--- src/rtl/weight_fetch_seq.sv ---
// weight_fetch_seq: walks every tap of every filter, driving the 3-channel weight ROM reads and a
// valid/ready sideband stream aligned with the ROM output register. Optional macro: WEIGHT_FETCH_CH_MASK_EN.
module weight_fetch_seq #(
   parameter int ROM_ADDR_BITS = 10,
   parameter int KERNEL_TAPS   = 9,
   parameter int NUM_FILTERS   = 8,
   parameter int BASE_ADDR     = 0,
   localparam int TAP_W = (KERNEL_TAPS > 1) ? $clog2(KERNEL_TAPS) : 1,
   localparam int FIL_W = (NUM_FILTERS > 1) ? $clog2(NUM_FILTERS) : 1
) (
   input  logic                          clk,
   input  logic                          rst,
   input  logic                          start,
`ifdef WEIGHT_FETCH_CH_MASK_EN
   input  logic [2:0]                    ch_mask,
`endif
   output logic                          busy,
   output logic                          done,
   output logic [2:0]                    rom_en,
   output logic [2:0][ROM_ADDR_BITS-1:0] rom_addr,
   output logic                          w_valid,
   input  logic                          w_ready,
   output logic [TAP_W-1:0]              w_tap,
   output logic [FIL_W-1:0]              w_filter,
   output logic                          w_last_tap,
   output logic                          w_last
);

   localparam logic [ROM_ADDR_BITS-1:0] BASE_A   = ROM_ADDR_BITS'(BASE_ADDR);
   localparam logic [TAP_W-1:0]         LAST_TAP = TAP_W'(KERNEL_TAPS - 1);
   localparam logic [FIL_W-1:0]         LAST_FIL = FIL_W'(NUM_FILTERS - 1);

   generate
      if (BASE_ADDR + NUM_FILTERS * KERNEL_TAPS > 2 ** ROM_ADDR_BITS) begin : g_cfg_chk
         $error("weight_fetch_seq: filter bank does not fit in the ROM address space");
      end
   endgenerate

   typedef enum logic [1:0] {
      S_IDLE  = 2'd0,
      S_RUN   = 2'd1,
      S_DRAIN = 2'd2
   } state_t;

   state_t                   state_q, state_d;
   logic [TAP_W-1:0]         tap_q, tap_d;
   logic [FIL_W-1:0]         filter_q, filter_d;
   logic [ROM_ADDR_BITS-1:0] addr_q, addr_d;
   logic                     w_valid_q, w_valid_d;
   logic [TAP_W-1:0]         w_tap_q, w_tap_d;
   logic [FIL_W-1:0]         w_filter_q, w_filter_d;
   logic                     w_last_tap_q, w_last_tap_d;
   logic                     w_last_q, w_last_d;
   logic [2:0]               ch_mask_q, ch_mask_d;
   logic                     issue_s;
   logic                     last_issue_s;
   logic                     done_s;

   // Next-state, counter walk and stream register updates.
   always_comb begin
      state_d      = state_q;
      tap_d        = tap_q;
      filter_d     = filter_q;
      addr_d       = addr_q;
      w_valid_d    = w_valid_q;
      w_tap_d      = w_tap_q;
      w_filter_d   = w_filter_q;
      w_last_tap_d = w_last_tap_q;
      w_last_d     = w_last_q;
      ch_mask_d    = ch_mask_q;
      issue_s      = 1'b0;
      done_s       = 1'b0;
      last_issue_s = (tap_q == LAST_TAP) && (filter_q == LAST_FIL);

      case (state_q)
         S_IDLE: begin
            addr_d = BASE_A;
            if (start) begin
               state_d  = S_RUN;
               tap_d    = {TAP_W{1'b0}};
               filter_d = {FIL_W{1'b0}};
`ifdef WEIGHT_FETCH_CH_MASK_EN
               ch_mask_d = ch_mask;
`else
               ch_mask_d = 3'b111;
`endif
            end else begin
               state_d = S_IDLE;
            end
         end
         S_RUN: begin
            issue_s = !w_valid_q || w_ready;
            if (issue_s) begin
               // Running address replaces BASE + filter*KERNEL_TAPS + tap.
               addr_d = addr_q + ROM_ADDR_BITS'(1);
               if (tap_q == LAST_TAP) begin
                  tap_d    = {TAP_W{1'b0}};
                  filter_d = filter_q + FIL_W'(1);
               end else begin
                  tap_d = tap_q + TAP_W'(1);
               end
               if (last_issue_s) begin
                  state_d = S_DRAIN;
               end else begin
                  state_d = S_RUN;
               end
            end else begin
               state_d = S_RUN;
            end
         end
         S_DRAIN: begin
            if (w_valid_q && w_ready && w_last_q) begin
               state_d = S_IDLE;
               done_s  = 1'b1;
            end else begin
               state_d = S_DRAIN;
            end
         end
         default: begin
            state_d = S_IDLE;
         end
      endcase

      // Sideband is captured from the issue-time counters so it lines up with the ROM data.
      if (issue_s) begin
         w_valid_d    = 1'b1;
         w_tap_d      = tap_q;
         w_filter_d   = filter_q;
         w_last_tap_d = (tap_q == LAST_TAP);
         w_last_d     = last_issue_s;
      end else if (w_ready) begin
         w_valid_d = 1'b0;
      end else begin
         w_valid_d = w_valid_q;
      end
   end

   // FSM state register.
   always_ff @(posedge clk) begin
      if (rst) begin
         state_q <= S_IDLE;
      end else begin
         state_q <= state_d;
      end
   end

   // Counters, address and stream registers.
   always_ff @(posedge clk) begin
      if (rst) begin
         tap_q        <= {TAP_W{1'b0}};
         filter_q     <= {FIL_W{1'b0}};
         addr_q       <= BASE_A;
         w_valid_q    <= 1'b0;
         w_tap_q      <= {TAP_W{1'b0}};
         w_filter_q   <= {FIL_W{1'b0}};
         w_last_tap_q <= 1'b0;
         w_last_q     <= 1'b0;
         ch_mask_q    <= 3'b111;
      end else begin
         tap_q        <= tap_d;
         filter_q     <= filter_d;
         addr_q       <= addr_d;
         w_valid_q    <= w_valid_d;
         w_tap_q      <= w_tap_d;
         w_filter_q   <= w_filter_d;
         w_last_tap_q <= w_last_tap_d;
         w_last_q     <= w_last_d;
         ch_mask_q    <= ch_mask_d;
      end
   end

   // ROM enables stay combinational so the ROM captures the address at the issuing edge.
   assign rom_en     = {3{issue_s}} & ch_mask_q;
   assign rom_addr   = {3{addr_q}};
   assign busy       = (state_q != S_IDLE);
   assign done       = done_s;
   assign w_valid    = w_valid_q;
   assign w_tap      = w_tap_q;
   assign w_filter   = w_filter_q;
   assign w_last_tap = w_last_tap_q;
   assign w_last     = w_last_q;

endmodule
--- config.mk ---
export PLATFORM = sky130hd
export DESIGN_NAME = weight_fetch_seq
export DESIGN_NICKNAME = d
export VERILOG_FILES = /design/src/rtl/weight_fetch_seq.sv
export SDC_FILE = /design/constraint.sdc
export NUM_CORES = 1
export LEC_CHECK = 0
export ABC_AREA = 1
export CAP_MARGIN = 20
export CORE_MARGIN = 10
export CORE_UTILIZATION = 50
export CTS_BUF_LIST = sky130_fd_sc_hd__clkbuf_4
export DETAILED_ROUTE_END_ITERATION = 16
export PLACE_DENSITY = 0.86
export SLEW_MARGIN = 20
export SYNTH_ARGS = -nofsm -noshare
export SYNTH_HDL_FRONTEND = slang
export SYNTH_SLANG_ARGS = --single-unit
--- constraint.sdc ---
create_clock -name clk -period 3.7 [get_ports clk]
set_clock_uncertainty 0.05 [all_clocks]
set_input_delay 1.11 -clock clk [delete_from_list [all_inputs] [get_ports clk]]
set_output_delay 1.11 -clock clk [all_outputs]
set_load 0.05 [all_outputs]
Word level (Yosys, flattened, before mapping)
Index checks and enable logic that the tools add are counted.
Widths: inputs -> output; s select.
Word-level totals
  word-level logic and storage cells: 51
  output and inout port bits: 45
  flip-flop bits (word level): 29
Cells by class
  equal/unequal tests: 7
  reductions and logical operators: 12
  multiplexer cells: 20
  add/sub/neg operators: 3
Operators with widths (count)
  $pmux 10 s2: 1
  $mux 4: 3
  $add 10x1->10 const B: 1
  $mux 10: 1
  $mux 3: 3
  $pmux 4 s2: 1
  $mux 1: 6
  $mux 2: 3
  $ne 2x2->1 const B: 3
  $pmux 2 s3: 1
  $pmux 3 s2: 1
  $reduce_bool 2->1: 3
  $add 4x1->4 const B: 1
  $eq 4x4->1 const B: 1
  $reduce_and 4->1: 1
  $add 3x1->3 const B: 1
  $eq 3x3->1 const B: 1
  $logic_and 1x1->1: 3
  $reduce_and 3->1: 1
  $eq 2x1->1 const B: 1
  $eq 2x2->1 const B: 1
  $logic_not 2->1: 1
  $reduce_and 2->1: 1
  $logic_not 1->1: 1
  $logic_or 1x1->1: 1

Depth between registers and ports, before layout
  depth after elaboration: 5
  gate-level depth with buffers: 8

Worst setup path after synthesis
No wires, ideal clock.
  path type: input -> output
  start: input w_ready
  end: output done
  stages: 2
  slack: 270 ps
  arrival time: 2270 ps
  cell sequence: nand3_1 nor3_1
On the way
  word-level cells in the longest chain between the ends: 4
RTL lines
  start, declared: RTL line 22  | input logic w_ready,
  $logic_and 1x1->1 (2 in series): RTL line 112  | if (w_valid_q && w_ready && w_last_q) begin
  $mux 1: RTL line 112
  $mux 1: RTL line 75  | case (state_q)
  end, declared: RTL line 18  | output logic done,
Every way passes these cells.

Final worst setup path
Ends and elaborated chain as after synthesis.

==> results.tsv <==
metric	value	unit
outcome	complete, no violations	
crit-path max cell delay	0.51	ns
first-pass GRT wire length	5700	um
CTS Buf Count	5	
Hold Violations, Final	0	
die span in x	75.3	um
Post-DRT Antenna Nets	0	
Final setup violation count	0	
number of synthesized flops with an enable pin	0	
ys async rst share	0	%
Antenna diodes	0	
Max-cap violations	0	
largest area contributor in the netlist	dfxtp_1	
Total Neg Setup Slack	0	ns
top post-synthesis cells by area	dfxtp_1, buf_4, nand2_1, a21oi_1, nor2_1	
Post-Syn Nets	221	
Overflow after GRT	0	
Resize count post-CTS	0	
CTS Buffer Depth	2	
largest net degree at the start of global routing	17	
IO buf count	48	
final core area utilization	65.2	%
initial drt markers	46	
# DRC	0	
gp weighted congestion	0.878	
Peak supply drop	0.344	mV
clock latency on the worst-skew pair	0.33	ns
CTS clk-pin slew, worst paths	0.08	ns
die area	5670	um^2
Post-Syn Area	1530	um^2
Yosys cell types	19	
P_leak	0.791	nW
endpoint class of the critical path	output pin	
row count	20	
Worst Tran Pin Value	0.517	ns
vias in the first global route	1284	
Crit Path Max Fanout	3	
most frequent cell after synthesis	nand2_1	
DRT Pass-1 Iters	4	
Via density	4.97	
Initial Util	51.0	%
Max Freq	0.296	GHz
crit path time final	3.37	ns
CTS tree	done	
HP Class	flop to flop	
Post-DP HPWL	2750	um
ys flop type	dfxtp_1	
register area share after synthesis	37.9	%
Critical Path RT	2.54	ns
Syn. warnings	0	
crit path cell chain	clkdlybuf4s50_1 > nand3_1 > nor3_1 > buf_12	
postcts setup bufs	0	
number of H-tree levels	2	
GRT Util Overall	12.9	%
crit path kind	input port to output pin	
drt wl/cell	12.8	um
Syn Area/Cell	7.22	um^2
hold bufs inserted after CTS	0	
Core Area	3000	um^2
startpoint types	input port	
DIE HEIGHT	75.3	um
clk sinks	29	
headroom to the max-slew limit	65.4	%
PD cells	343	nW/um^2
clk root buf	clkbuf_4	
final worst path period share	91.2	%
top cell type's share of synthesized area	37.9	%
DRT Wirelength	3520	um
antenna violations before repair	0	
RSZ-0062 raised after global routing	no	
Total Nets Final	251	
Via Count	1367	
FF+latch count, synth	29	
Commonest cells post-synth	nand2_1, dfxtp_1, nor2_1	
Final Max Slew Viols	0	
CP Data Arrival Time	2.21	ns
Slowest cell on crit path	clkdlybuf4s50_1	
Top Ports	49	
Syn-to-layout area delta	27.9	%
share of post-route cells with drive strength above 1	9.09	%
Syn Inst Count	212	
==> cell families after synthesis <==
kind of cell	count (synthesis)	synth area share, %
buffers and inverters	48	17.9
flip-flops	29	37.9
AND/OR/NAND/NOR	99	29.9
adder cells (fa/ha/maj)	5	4.09
AO/OA/AOI/OAI	31	10.1
==> registers in the layout, summed over array words and instances, names as in the netlist <==
name,flops
w_tap,4
w_valid,1
w_filter,3
w_last_tap,1
addr_q,10
filter_q,3
w_last,1
tap_q,4
state_q,2
==> cells in the final DEF, fill, tap and decap left out <==
cell	n
ha_1	5
o21ai_0	10
buf_12	4
buf_4	1
clkinv_1	1
a21oi_1	19
inv_2	2
nand3_1	13
nand3b_1	1
nand2_1	46
dfxtp_1	29
nand2_4	3
nand2_2	2
inv_1	20
o21ai_1	2
nor2_1	25
clkdlybuf4s50_1	44
clkbuf_4	6
nand4_1	2
nor2_4	4
nor3_1	3
==> path summary, 6_finish.rpt <==
kind | to | start | cells past startpoint | slack [ns]
worst max register to register | addr_q[9] | state_q[1] | 9 | 2.11
worst min register to register | filter_q[1] | filter_q[1] | 2 | 0.44
worst min-delay path | filter_q[1] | filter_q[1] | 2 | 0.44
worst max-delay path | done | w_ready | 4 | 0.33
==> power by group <==
| part | total (W) | switching [W] | internal (W) |
|---|---|---|---|
| sequential | 0.000333 | 0.00000947 | 0.000324 |
| combinational | 0.000155 | 0.000104 | 0.0000507 |
| clock | 0.000183 | 0.000107 | 0.0000761 |
==> layer usage <==
layer	share of wire [%]	up-vias	track usage, %
met4	2.0	0	5.57
met5	0	-	0
met1	41	609	13.6
met2	47	43	21.4
met3	10	8	6.25
li1	-	707	-
==> critical path: cells and delay by family <==
kind | cells | cell delay, ns
buffers and inverters | 2 | 0.70
AND/OR/NAND/NOR | 2 | 0.40
==> metrics by stage <==
step | setup WS [ns] | hold slack (ns) | std cells | total power [W] | instance area, um^2
finish | 0.326 | 0.440 | 275 | 0.000671 | 1960
detailed placement | 0.330 | 0.425 | 268 | 0.000496 | 1910
CTS | 0.313 | 0.438 | 275 | 0.000679 | 1960
global route | 0.281 | 0.457 | 275 | 0.000703 | 1960
floorplan | 0.270 | 0.403 | 212 | 0.000450 | 1530
global placement | 0.352 | 0.419 | 268 | 0.000494 | 1910
==> cell type report <==
type	count	area, um^2
clock buffers	6	45.0
clock inverters	1	3.75
multi-input cells	135	676
well taps	33	41.3
inverters	22	82.6
repair buffers	49	528
fillers	272	1050
flip-flops and latches	29	581
Note: power is estimated with default switching activity, not from simulation.
